==> src/rtl/pipeline_hazard_ctrl_if.sv <==
// Hazard controller bundle: pipeline-stage hazard inputs and per-register hold/bubble controls.
// The master side is the pipeline (or a bench); the slave side is the hazard controller.
interface pipeline_hazard_ctrl_if #(
   parameter int CNT_W = 32
);

   logic [4:0]       IDRs1;
   logic [4:0]       IDRs2;
   logic             IDRs1Used;
   logic             IDRs2Used;
   logic [4:0]       EXRd;
   logic             EXMemRead;
   logic             EXBranchTaken;
   logic             MulDivStart;
   logic             MulDivDone;
   logic             DMemReq;
   logic             DMemReady;

   logic             PcStall;
   logic             IFIDStall;
   logic             IFIDFlush;
   logic             IDEXStall;
   logic             IDEXFlush;
   logic             EXMEMStall;
   logic             EXMEMFlush;
   logic             MEMWBStall;
   logic             MEMWBFlush;
   logic             MulDivError;
   logic [CNT_W-1:0] StallCount;
   logic [CNT_W-1:0] FlushCount;

   modport master (
      output IDRs1, IDRs2, IDRs1Used, IDRs2Used, EXRd, EXMemRead, EXBranchTaken,
             MulDivStart, MulDivDone, DMemReq, DMemReady,
      input  PcStall, IFIDStall, IFIDFlush, IDEXStall, IDEXFlush, EXMEMStall,
             EXMEMFlush, MEMWBStall, MEMWBFlush, MulDivError, StallCount, FlushCount
   );

   modport slave (
      input  IDRs1, IDRs2, IDRs1Used, IDRs2Used, EXRd, EXMemRead, EXBranchTaken,
             MulDivStart, MulDivDone, DMemReq, DMemReady,
      output PcStall, IFIDStall, IFIDFlush, IDEXStall, IDEXFlush, EXMEMStall,
             EXMEMFlush, MEMWBStall, MEMWBFlush, MulDivError, StallCount, FlushCount
   );

endinterface

==> src/rtl/pipeline_hazard_ctrl.sv <==
// Central stall/flush sequencer for the 5-stage pipeline.
// Resolves data-memory wait, mul/div occupancy, EX redirects and load-use hazards in
// that priority order, drives hold/bubble controls for every pipeline register, and
// keeps wrapping performance counters of stalled cycles and accepted redirects.
module pipeline_hazard_ctrl #(
   parameter int MD_TIMEOUT = 64,
   parameter int CNT_W      = 32
) (
   input logic                   clk,
   input logic                   rst,
   pipeline_hazard_ctrl_if.slave hz
);

   localparam int BUSY_W = $clog2(MD_TIMEOUT + 1);
   localparam logic [BUSY_W-1:0] BUSY_LIMIT = BUSY_W'(MD_TIMEOUT);
   localparam logic [BUSY_W-1:0] BUSY_ONE   = BUSY_W'(1);

   typedef enum logic {
      RUN,
      MD_BUSY
   } state_e;

   typedef enum logic [2:0] {
      CAUSE_NONE,
      CAUSE_DMEM,
      CAUSE_MULDIV,
      CAUSE_REDIRECT,
      CAUSE_LOADUSE
   } cause_e;

   state_e            state_q, state_d;
   logic [BUSY_W-1:0] busyCnt_q, busyCnt_d;
   logic              mdErr_q, mdErr_d;
   logic [CNT_W-1:0]  stallCnt_q, stallCnt_d;
   logic [CNT_W-1:0]  flushCnt_q, flushCnt_d;

   logic   dmemWait;
   logic   mdBusy;
   logic   rs1Hit;
   logic   rs2Hit;
   logic   loadUse;
   cause_e cause;

   logic pcStallRaw, ifidStallRaw, idexStallRaw, exmemStallRaw, memwbStallRaw;
   logic ifidFlushRaw, idexFlushRaw, exmemFlushRaw, memwbFlushRaw;
   logic pcStall;

   // A MEM access that is requested but not yet acknowledged holds the whole pipe.
   assign dmemWait = hz.DMemReq & ~hz.DMemReady;

   // The mul/div unit occupies EX from its start cycle until the cycle its result is valid;
   // in the completion cycle the result is allowed to advance, so no stall is raised.
   assign mdBusy = ((state_q == RUN)     &  hz.MulDivStart) |
                   ((state_q == MD_BUSY) & ~hz.MulDivDone);

   // A load in EX feeding an operand read in ID; x0 is hard-wired and never a producer.
   assign rs1Hit  = hz.IDRs1Used & (hz.IDRs1 == hz.EXRd);
   assign rs2Hit  = hz.IDRs2Used & (hz.IDRs2 == hz.EXRd);
   assign loadUse = hz.EXMemRead & (hz.EXRd != 5'd0) & (rs1Hit | rs2Hit);

   // Pick the single winning hazard; a redirect masks a same-cycle load-use because the
   // instruction in ID is on the wrong path and is about to be squashed anyway.
   always_comb begin
      cause = CAUSE_NONE;
      if (dmemWait) begin
         cause = CAUSE_DMEM;
      end else if (mdBusy) begin
         cause = CAUSE_MULDIV;
      end else if (hz.EXBranchTaken) begin
         cause = CAUSE_REDIRECT;
      end else if (loadUse) begin
         cause = CAUSE_LOADUSE;
      end
   end

   // FSM state register plus the busy-cycle counter and the one-cycle timeout pulse.
   always_ff @(posedge clk or negedge rst) begin
      if (!rst) begin
         state_q   <= RUN;
         busyCnt_q <= '0;
         mdErr_q   <= 1'b0;
      end else begin
         state_q   <= state_d;
         busyCnt_q <= busyCnt_d;
         mdErr_q   <= mdErr_d;
      end
   end

   // FSM next state: a memory wait freezes both state and busy counter; a mul/div that
   // never reports done is released after MD_TIMEOUT busy cycles with an error pulse.
   always_comb begin
      state_d   = state_q;
      busyCnt_d = busyCnt_q;
      mdErr_d   = 1'b0;
      if (!dmemWait) begin
         case (state_q)
            RUN: begin
               if (hz.MulDivStart) begin
                  state_d   = MD_BUSY;
                  busyCnt_d = BUSY_ONE;
               end
            end
            MD_BUSY: begin
               if (hz.MulDivDone) begin
                  state_d = RUN;
               end else if (busyCnt_q >= BUSY_LIMIT) begin
                  state_d = RUN;
                  mdErr_d = 1'b1;
               end else begin
                  busyCnt_d = busyCnt_q + BUSY_ONE;
               end
            end
            default: begin
               state_d = RUN;
            end
         endcase
      end
   end

   // FSM outputs: decode the winning hazard into raw hold/bubble requests; everything is
   // held at zero while reset is asserted so the pipeline sees a clean start.
   always_comb begin
      pcStallRaw    = 1'b0;
      ifidStallRaw  = 1'b0;
      idexStallRaw  = 1'b0;
      exmemStallRaw = 1'b0;
      memwbStallRaw = 1'b0;
      ifidFlushRaw  = 1'b0;
      idexFlushRaw  = 1'b0;
      exmemFlushRaw = 1'b0;
      memwbFlushRaw = 1'b0;
      if (rst) begin
         case (cause)
            CAUSE_DMEM: begin
               pcStallRaw    = 1'b1;
               ifidStallRaw  = 1'b1;
               idexStallRaw  = 1'b1;
               exmemStallRaw = 1'b1;
               memwbStallRaw = 1'b1;
               memwbFlushRaw = 1'b1;
            end
            CAUSE_MULDIV: begin
               pcStallRaw    = 1'b1;
               ifidStallRaw  = 1'b1;
               idexStallRaw  = 1'b1;
               exmemFlushRaw = 1'b1;
            end
            CAUSE_REDIRECT: begin
               ifidFlushRaw = 1'b1;
               idexFlushRaw = 1'b1;
            end
            CAUSE_LOADUSE: begin
               pcStallRaw   = 1'b1;
               ifidStallRaw = 1'b1;
               idexFlushRaw = 1'b1;
            end
            default: begin
               pcStallRaw = 1'b0;
            end
         endcase
      end
   end

   // A register asked both to hold and to clear is cleared: the bubble takes precedence.
   assign pcStall       = pcStallRaw;
   assign hz.PcStall    = pcStall;
   assign hz.IFIDStall  = ifidStallRaw  & ~ifidFlushRaw;
   assign hz.IDEXStall  = idexStallRaw  & ~idexFlushRaw;
   assign hz.EXMEMStall = exmemStallRaw & ~exmemFlushRaw;
   assign hz.MEMWBStall = memwbStallRaw & ~memwbFlushRaw;
   assign hz.IFIDFlush  = ifidFlushRaw;
   assign hz.IDEXFlush  = idexFlushRaw;
   assign hz.EXMEMFlush = exmemFlushRaw;
   assign hz.MEMWBFlush = memwbFlushRaw;
   assign hz.MulDivError = mdErr_q;

   // Performance counters: one count per PC-held cycle and per accepted redirect, wrapping.
   always_comb begin
      stallCnt_d = stallCnt_q + CNT_W'(pcStall);
      flushCnt_d = flushCnt_q + CNT_W'(cause == CAUSE_REDIRECT);
   end

   // Performance counter registers.
   always_ff @(posedge clk or negedge rst) begin
      if (!rst) begin
         stallCnt_q <= '0;
         flushCnt_q <= '0;
      end else begin
         stallCnt_q <= stallCnt_d;
         flushCnt_q <= flushCnt_d;
      end
   end

   assign hz.StallCount = stallCnt_q;
   assign hz.FlushCount = flushCnt_q;

endmodule

==> src/flat_wrapper.sv <==
// flat-port wrapper written by rule: the top's interface ports become plain ports
module pipeline_hazard_ctrl_flat 
#(
   parameter int MD_TIMEOUT = 64,
   parameter int CNT_W      = 32
)
  (clk, rst, hz_IDRs1, hz_IDRs2, hz_IDRs1Used, hz_IDRs2Used, hz_EXRd, hz_EXMemRead, hz_EXBranchTaken, hz_MulDivStart, hz_MulDivDone, hz_DMemReq, hz_DMemReady, hz_PcStall, hz_IFIDStall, hz_IFIDFlush, hz_IDEXStall, hz_IDEXFlush, hz_EXMEMStall, hz_EXMEMFlush, hz_MEMWBStall, hz_MEMWBFlush, hz_MulDivError, hz_StallCount, hz_FlushCount);
  pipeline_hazard_ctrl_if #(.CNT_W(CNT_W)) hz_i ();
  input logic clk;
  input logic rst;
  input wire logic [$bits(hz_i.IDRs1)-1:0] hz_IDRs1;
  input wire logic [$bits(hz_i.IDRs2)-1:0] hz_IDRs2;
  input wire logic [$bits(hz_i.IDRs1Used)-1:0] hz_IDRs1Used;
  input wire logic [$bits(hz_i.IDRs2Used)-1:0] hz_IDRs2Used;
  input wire logic [$bits(hz_i.EXRd)-1:0] hz_EXRd;
  input wire logic [$bits(hz_i.EXMemRead)-1:0] hz_EXMemRead;
  input wire logic [$bits(hz_i.EXBranchTaken)-1:0] hz_EXBranchTaken;
  input wire logic [$bits(hz_i.MulDivStart)-1:0] hz_MulDivStart;
  input wire logic [$bits(hz_i.MulDivDone)-1:0] hz_MulDivDone;
  input wire logic [$bits(hz_i.DMemReq)-1:0] hz_DMemReq;
  input wire logic [$bits(hz_i.DMemReady)-1:0] hz_DMemReady;
  output wire logic [$bits(hz_i.PcStall)-1:0] hz_PcStall;
  output wire logic [$bits(hz_i.IFIDStall)-1:0] hz_IFIDStall;
  output wire logic [$bits(hz_i.IFIDFlush)-1:0] hz_IFIDFlush;
  output wire logic [$bits(hz_i.IDEXStall)-1:0] hz_IDEXStall;
  output wire logic [$bits(hz_i.IDEXFlush)-1:0] hz_IDEXFlush;
  output wire logic [$bits(hz_i.EXMEMStall)-1:0] hz_EXMEMStall;
  output wire logic [$bits(hz_i.EXMEMFlush)-1:0] hz_EXMEMFlush;
  output wire logic [$bits(hz_i.MEMWBStall)-1:0] hz_MEMWBStall;
  output wire logic [$bits(hz_i.MEMWBFlush)-1:0] hz_MEMWBFlush;
  output wire logic [$bits(hz_i.MulDivError)-1:0] hz_MulDivError;
  output wire logic [$bits(hz_i.StallCount)-1:0] hz_StallCount;
  output wire logic [$bits(hz_i.FlushCount)-1:0] hz_FlushCount;
  assign hz_i.IDRs1 = hz_IDRs1;
  assign hz_i.IDRs2 = hz_IDRs2;
  assign hz_i.IDRs1Used = hz_IDRs1Used;
  assign hz_i.IDRs2Used = hz_IDRs2Used;
  assign hz_i.EXRd = hz_EXRd;
  assign hz_i.EXMemRead = hz_EXMemRead;
  assign hz_i.EXBranchTaken = hz_EXBranchTaken;
  assign hz_i.MulDivStart = hz_MulDivStart;
  assign hz_i.MulDivDone = hz_MulDivDone;
  assign hz_i.DMemReq = hz_DMemReq;
  assign hz_i.DMemReady = hz_DMemReady;
  assign hz_PcStall = hz_i.PcStall;
  assign hz_IFIDStall = hz_i.IFIDStall;
  assign hz_IFIDFlush = hz_i.IFIDFlush;
  assign hz_IDEXStall = hz_i.IDEXStall;
  assign hz_IDEXFlush = hz_i.IDEXFlush;
  assign hz_EXMEMStall = hz_i.EXMEMStall;
  assign hz_EXMEMFlush = hz_i.EXMEMFlush;
  assign hz_MEMWBStall = hz_i.MEMWBStall;
  assign hz_MEMWBFlush = hz_i.MEMWBFlush;
  assign hz_MulDivError = hz_i.MulDivError;
  assign hz_StallCount = hz_i.StallCount;
  assign hz_FlushCount = hz_i.FlushCount;
  pipeline_hazard_ctrl #(.MD_TIMEOUT(MD_TIMEOUT), .CNT_W(CNT_W)) u_core (.clk(clk), .rst(rst), .hz(hz_i));
endmodule
==> config.mk <==
export PLATFORM = sky130hd
export DESIGN_NAME = pipeline_hazard_ctrl_flat
export DESIGN_NICKNAME = d
export VERILOG_FILES = /design/src/rtl/pipeline_hazard_ctrl_if.sv /design/src/rtl/pipeline_hazard_ctrl.sv /design/src/flat_wrapper.sv
export SDC_FILE = /design/constraint.sdc
export NUM_CORES = 1
export LEC_CHECK = 0
export BUFFER_PORTS_ARGS = -buffer_cell sky130_fd_sc_hd__buf_4
export CORE_ASPECT_RATIO = 1.75
export CORE_MARGIN = 4
export CORE_UTILIZATION = 30
export CTS_CLUSTER_DIAMETER = 60
export CTS_CLUSTER_SIZE = 20
export DETAILED_ROUTE_END_ITERATION = 10
export PLACE_DENSITY_LB_ADDON = 0.08
export SLEW_MARGIN = 20
export SYNTH_ARGS = -nofsm -noshare
export SYNTH_HDL_FRONTEND = slang
export SYNTH_SLANG_ARGS = --single-unit
==> constraint.sdc <==
create_clock -name clk -period 4.6 [get_ports clk]
set_clock_uncertainty 0.2 [all_clocks]
set_input_delay 0.23 -clock clk [delete_from_list [all_inputs] [get_ports clk]]
set_output_delay 0.23 -clock clk [all_outputs]
set_load 0.05 [all_outputs]
== Word level (Yosys, flattened, before mapping) ==
Cells that the tools add are included.

* Add/subtract/negate cells: 3
* Magnitude comparators: 1
* Equality and inequality tests: 9
* Multiplexer cells: 28
* Bitwise logic cells: 19
* Reduce and logical (&&, ||, !) cells: 5

{| class="wikitable"
|+ Operators by type and width
! kind !! count
|-
| adder 32 x 1 -> 32 bit || 2
|-
| 2-to-1 mux 7 bit || 3
|-
| 2-to-1 mux 1 bit || 19
|-
| one-hot mux 7 bit (2 select lines) || 1
|-
| 2-to-1 mux 3 bit || 4
|-
| bitwise AND 1 bit || 10
|-
| == test 5 bit || 2
|-
| adder 7 x 1 -> 7 bit (second input constant) || 1
|-
| greater-or-equal comparator 7 bit (second input constant) || 1
|-
| inverter 1 bit || 7
|-
| == test 3 x 2 -> 1 bit (second input constant) || 2
|-
| != test 2 bit (second input constant) || 3
|-
| nonzero test 5 bit || 1
|-
| AND reduction 4 bit || 1
|-
| OR reduction 2 bit || 2
|-
| == test 3 x 1 -> 1 bit (second input constant) || 1
|-
| == test 3 bit (second input constant) || 1
|-
| OR reduction 3 bit || 1
|-
| bitwise OR 1 bit || 2
|-
| one-hot mux 1 bit (2 select lines) || 1
|}

* Register bits: 73
* Bits of input ports: 25
* Output and inout port bits: 74
* Word-level logic and storage cells: 70

== Depth between registers and ports, before layout ==
* Depth in word-level cells: 14
* Gate-level depth with buffers: 10
* Depth with buffers taken out: 10

== Worst setup path before layout ==
No wires, ideal clock.

* Kind: input to register
* Start: input hz_EXRd[3]
* End: register u_core.stallCnt_q[28] (netlist: u_core.hz.StallCount[28])
* Setup time: 141 ps
* Arrival: 3,530 ps
* Data required time: 4,259 ps
* Setup slack: 728 ps
* Stages on the path: 10
* Buffers on the path: 0
* Cell sequence: xor2_1 -> nor4_1 -> a32oi_1 -> o32ai_1 -> ha_1 -> ha_1 -> nand2_1 -> nor3_1 -> nand4_1 -> xnor2_1

* Cells in the longest elaborated chain, start to end: 13
* Elaborated cells between the ends (all ways): 19
* Those cells by class: 1 x add/sub; 5 x eq/ne; 6 x mux; 5 x bitwise; 2 x reduce/logical

{| class="wikitable"
|+ RTL lines
! what !! RTL line !! text
|-
| from (decl) || flat_wrapper.sv:15 || <nowiki>input wire logic [$bits(hz_i.EXRd)-1:0] hz_EXRd;</nowiki>
|-
| == test 5 bit (on tied branches) || pipeline_hazard_ctrl.sv:57, pipeline_hazard_ctrl.sv:58 ||
|-
| bitwise AND 1 bit (on tied branches) || pipeline_hazard_ctrl.sv:57, pipeline_hazard_ctrl.sv:58 ||
|-
| bitwise OR 1 bit || pipeline_hazard_ctrl.sv:59 || <nowiki>assign loadUse = hz.EXMemRead & (hz.EXRd != 5'd0) & (rs1Hit | rs2Hit);</nowiki>
|-
| bitwise AND 1 bit (*) || pipeline_hazard_ctrl.sv:59 ||
|-
| 2-to-1 mux 3 bit (*) || pipeline_hazard_ctrl.sv:71 || <nowiki>end else if (loadUse) begin</nowiki>
|-
| 2-to-1 mux 3 bit (*) || pipeline_hazard_ctrl.sv:69 || <nowiki>end else if (hz.EXBranchTaken) begin</nowiki>
|-
| 2-to-1 mux 3 bit (*) || pipeline_hazard_ctrl.sv:67 || <nowiki>end else if (mdBusy) begin</nowiki>
|-
| 2-to-1 mux 3 bit (*) || pipeline_hazard_ctrl.sv:65 || <nowiki>if (dmemWait) begin</nowiki>
|-
| == test 3 bit, or another cell as far along || pipeline_hazard_ctrl.sv:133 || <nowiki>case (cause)</nowiki>
|-
| OR reduction 3 bit (no line) (*) || -- ||
|-
| 2-to-1 mux 1 bit (*) || pipeline_hazard_ctrl.sv:133 ||
|-
| 2-to-1 mux 1 bit (*) || pipeline_hazard_ctrl.sv:132 || <nowiki>if (rst) begin</nowiki>
|-
| via hz_PcStall || flat_wrapper.sv:22 || <nowiki>output wire logic [$bits(hz_i.PcStall)-1:0] hz_PcStall;</nowiki>
|-
| adder 32 x 1 -> 32 bit (*) || pipeline_hazard_ctrl.sv:179 || <nowiki>stallCnt_d = stallCnt_q + CNT_W'(pcStall);</nowiki>
|-
| via u_core.stallCnt_d[28] || pipeline_hazard_ctrl.sv:34 || <nowiki>logic [CNT_W-1:0] stallCnt_q, stallCnt_d;</nowiki>
|-
| to (signal assigned) || pipeline_hazard_ctrl.sv:189 || <nowiki>stallCnt_q <= stallCnt_d;</nowiki>
|-
| to (decl) || pipeline_hazard_ctrl.sv:34 ||
|}

Mark *: on every way through the listed nets, which the timed path passes. The rest lies on a longest branch.
A chain may end at the register's enable or synchronous reset.

== Final worst setup path ==
* Start: register u_core.state_q
* End: register u_core.stallCnt_q[29] (netlist: u_core.hz.StallCount[29])

* Cells in the longest elaborated chain, start to end: 10
* Elaborated cells between the ends (all ways): 13
* Those cells by class: 1 x add/sub; 3 x eq/ne; 4 x mux; 4 x bitwise; 1 x reduce/logical

{| class="wikitable"
|+ RTL lines
! what !! RTL line !! text
|-
| from (decl) || pipeline_hazard_ctrl.sv:31 || <nowiki>state_e state_q, state_d;</nowiki>
|-
| from (signal assigned) || pipeline_hazard_ctrl.sv:83 || <nowiki>state_q <= state_d;</nowiki>
|-
| inverter 1 bit || pipeline_hazard_ctrl.sv:53 || <nowiki>assign mdBusy = ((state_q == RUN) & hz.MulDivStart) |</nowiki>
|-
| bitwise AND 1 bit || pipeline_hazard_ctrl.sv:53 ||
|-
| bitwise OR 1 bit (*) || pipeline_hazard_ctrl.sv:53 ||
|-
| 2-to-1 mux 3 bit (*) || pipeline_hazard_ctrl.sv:67 ||
|-
| 2-to-1 mux 3 bit (*) || pipeline_hazard_ctrl.sv:65 ||
|-
| == test 3 bit, or another cell as far along || pipeline_hazard_ctrl.sv:133 ||
|-
| OR reduction 3 bit (no line) (*) || -- ||
|-
| 2-to-1 mux 1 bit (*) || pipeline_hazard_ctrl.sv:133 ||
|-
| 2-to-1 mux 1 bit (*) || pipeline_hazard_ctrl.sv:132 ||
|-
| adder 32 x 1 -> 32 bit (*) || pipeline_hazard_ctrl.sv:179 ||
|-
| via u_core.stallCnt_d[29] || pipeline_hazard_ctrl.sv:34 ||
|}

Marks and branches as above.

==> impl_metrics.json <==
{
  "clkLatencyLatePin_ns": 0.33,
  "worstPathArrival_ns": 3.15,
  "finalHoldViolCount": 0,
  "tns_ns": 0,
  "io_pins": 99,
  "drive_gt1_share_pct": 28.04,
  "first_iter_violations": 128,
  "synth_top_area_cell": "dfrtp_1",
  "status": "complete, no violations",
  "gp_congestion": 0.7619,
  "slew_viol_final": 0,
  "fin_hold_ws_ns": 0.06887,
  "grt_use_total_pct": 13.54,
  "slowest_stage": "nor3_1",
  "final_common_cell": "buf_4",
  "port_buffers": 97,
  "root_buffer": "clkbuf_16",
  "die_w_um": 89.84,
  "initial_core_util_pct": 30.53,
  "syn_to_final_growth_pct": 34.88,
  "ctsLongestPathBuffers": 2,
  "fp.dieH_um": 151.2,
  "yosysUniqueCellTypes": 40,
  "cts_tree": "done",
  "via_per_inst": 4.906,
  "final_util_pct": 41.18,
  "stdcell_count": 563,
  "cts_buffers": 9,
  "syn-instance-count": 317,
  "wl_mm": 8.725,
  "crit_type": "flop to flop",
  "grt_max_degree": 59,
  "post_cts_buffers": 0,
  "tightestPinTransition_ns": 0.8041,
  "min_path_type": "input port to flop",
  "crit_required_ns": 4.62,
  "num_antenna_cells": 0,
  "syn_avg_cell_area_um2": 11.09,
  "cpMostUsedCell": "nor3_1",
  "pwr_density_cell_nw_per_um2": 429.4,
  "clock-sinks": 73,
  "num_vias": 2762,
  "slowest_delay_ns": 0.60,
  "syn_area_um2": 3516,
  "fp.coreArea_um2": 11520,
  "antenna_found_initial": 0,
  "p_leak_nw": 2.279,
  "routedWlPerCell_um": 15.50,
  "syn-num-nets": 347,
  "die-area_um2": 13580,
  "relSlewSlack_pct": 45.90,
  "synth_area_leaders": "dfrtp_1 52%, xnor2_1 10%, xor2_1 7.7%",
  "final_cell_mix": "98 x buf_4, 73 x dfrtp_1, 42 x xnor2_1",
  "hpwl_mm": 6.521,
  "finalSetupViolCount": 0,
  "nNetsFinal": 453,
  "yosysWarningCount": 0,
  "grt_setup_unrepaired": "false",
  "postRouteAntennaNets": 0,
  "fin_crit_sh_pct": 68.18,
  "crit_path_end_kind": "flop",
  "synth_top_area_share_pct": 51.96,
  "path_cells": "nor2b_1 > nor3_1 > o32ai_1 > ha_1 > nand3_1 > nor3_1 > nand4_1 > xnor2_1",
  "crit_fanout": 9,
  "final.min_clock_period_ns": 3.136,
  "max_cap_violations": 0,
  "route.detailed.drc": 0,
  "ys_ff_latch": 73,
  "gr-total-overflow": 0,
  "vdd_drop_max_mv": 0.2865,
  "core.rowCount": 52,
  "grt_pass1_wl_mm": 14.67,
  "ctsHtreeMaxLevel": 3,
  "cts.reportedPaths.clkPinSlew_ns": 0.06,
  "dp_cells": 545,
  "drt_first_pass_iters": 4,
  "startpoint_type": "flop",
  "synth-seq-area-share_pct": 51.96,
  "grt_pass1_vias": 2881,
  "fmax_mhz": 318.8
}
## cells by family after synthesis
kind of cell	share of synthesized area, %
simple gates	23.10
xor+xnor	18.18
flops	51.96
compound gates	2.918
buf+inv	1.637
fa+ha+maj	1.779
other cells	0.1067
mux	0.3203
## flip-flops by register name (all words and copies together) (netlist names)
register and count:
u_core.busyCnt_q 7, u_core.hz.FlushCount 32, u_core.hz.MulDivError 1, u_core.hz.StallCount 32, u_core.state_q 1
## worst paths after layout
kind	cells past startpoint	slack [ns]	from	end
min reg2reg	1	0.28	u_core.hz.StallCount[31]	u_core.hz.StallCount[31]
min	3	0.07	hz_MulDivDone	u_core.hz.MulDivError
max in group asynchronous	3	3.02	rst	u_core.hz.FlushCount[1]
min in group asynchronous	2	0.13	rst	u_core.hz.FlushCount[18]
max	8	1.46	u_core.state_q	u_core.hz.StallCount[29]
max reg2reg	8	1.46	u_core.state_q	u_core.hz.StallCount[29]
## through the flow
step                      area, um2  setup WS [ns]  power, mW
final                          4742          1.464      2.036
after global routing           4742          1.099      2.135
after CTS                      4742          1.421      2.073
after detailed placement       4385          1.263      1.261
after global placement         4385          1.285      1.260
after floorplan                3516         0.7282      1.086
## cells in the mapped netlist (all sizes together)
cell	number
xnor2	42
o21ai	3
inv	6
a21oi	1
o32ai	2
or3	4
nor3b	1
nor4	9
conb	1
xor2	31
o211ai	3
nand2	25
mux2	1
nor2	18
a32oi	1
clkbuf	1
o2111ai	2
and2	7
nor2b	3
a2bb2oi	1
dfrtp	73
o21bai	1
and4bb	1
nand4	25
nand3	16
and3	11
nor3	12
or4	1
nand2b	1
buf	4
ha	5
and4	5
## worst max-delay path, delay by kind of cell, from the launching register on
family	cells	cell delay, ns
and+or+nand+nor	5	1.74
DFF	1	0.42
AOI/OAI and AO/OA	1	0.25
adders and majority gates	1	0.25
xor gates and xnor gates	1	0.15
## final cells by class
type	count	area, um2
repair buffers	100	755.7
clock inverters	5	103.9
inverters	6	22.52
fillers	1134	6774
well taps	135	168.9
flip-flops and latches	73	1827
clock buffers	11	232.7
multi-input cells	233	1632
## what timing repair did
item	in CTS	in global routing
hold buffers	2	0
hold endpoints to repair	18	0
setup endpoints to repair	0	0
gates resized for setup	0	0
## per-layer routing
layer	part of all wire (%)	vias up	global-route usage, %
li1	-	1331	-
met1	40	1339	15.35
met2	52	80	23.94
met3	5.7	12	3.976
met4	1.5	0	5.449
met5	0	-	0
## power breakdown
part / leakage (nW) / internal, mW / total, mW / switching, mW
combinational: 1.14 / 0.142 / 0.447 / 0.305
sequential: 0.973 / 0.707 / 0.793 / 0.0856
clock: 0.164 / 0.530 / 0.796 / 0.266
total: 2.28 / 1.38 / 2.04 / 0.657
Note: power is estimated with default switching activity, not from simulation.
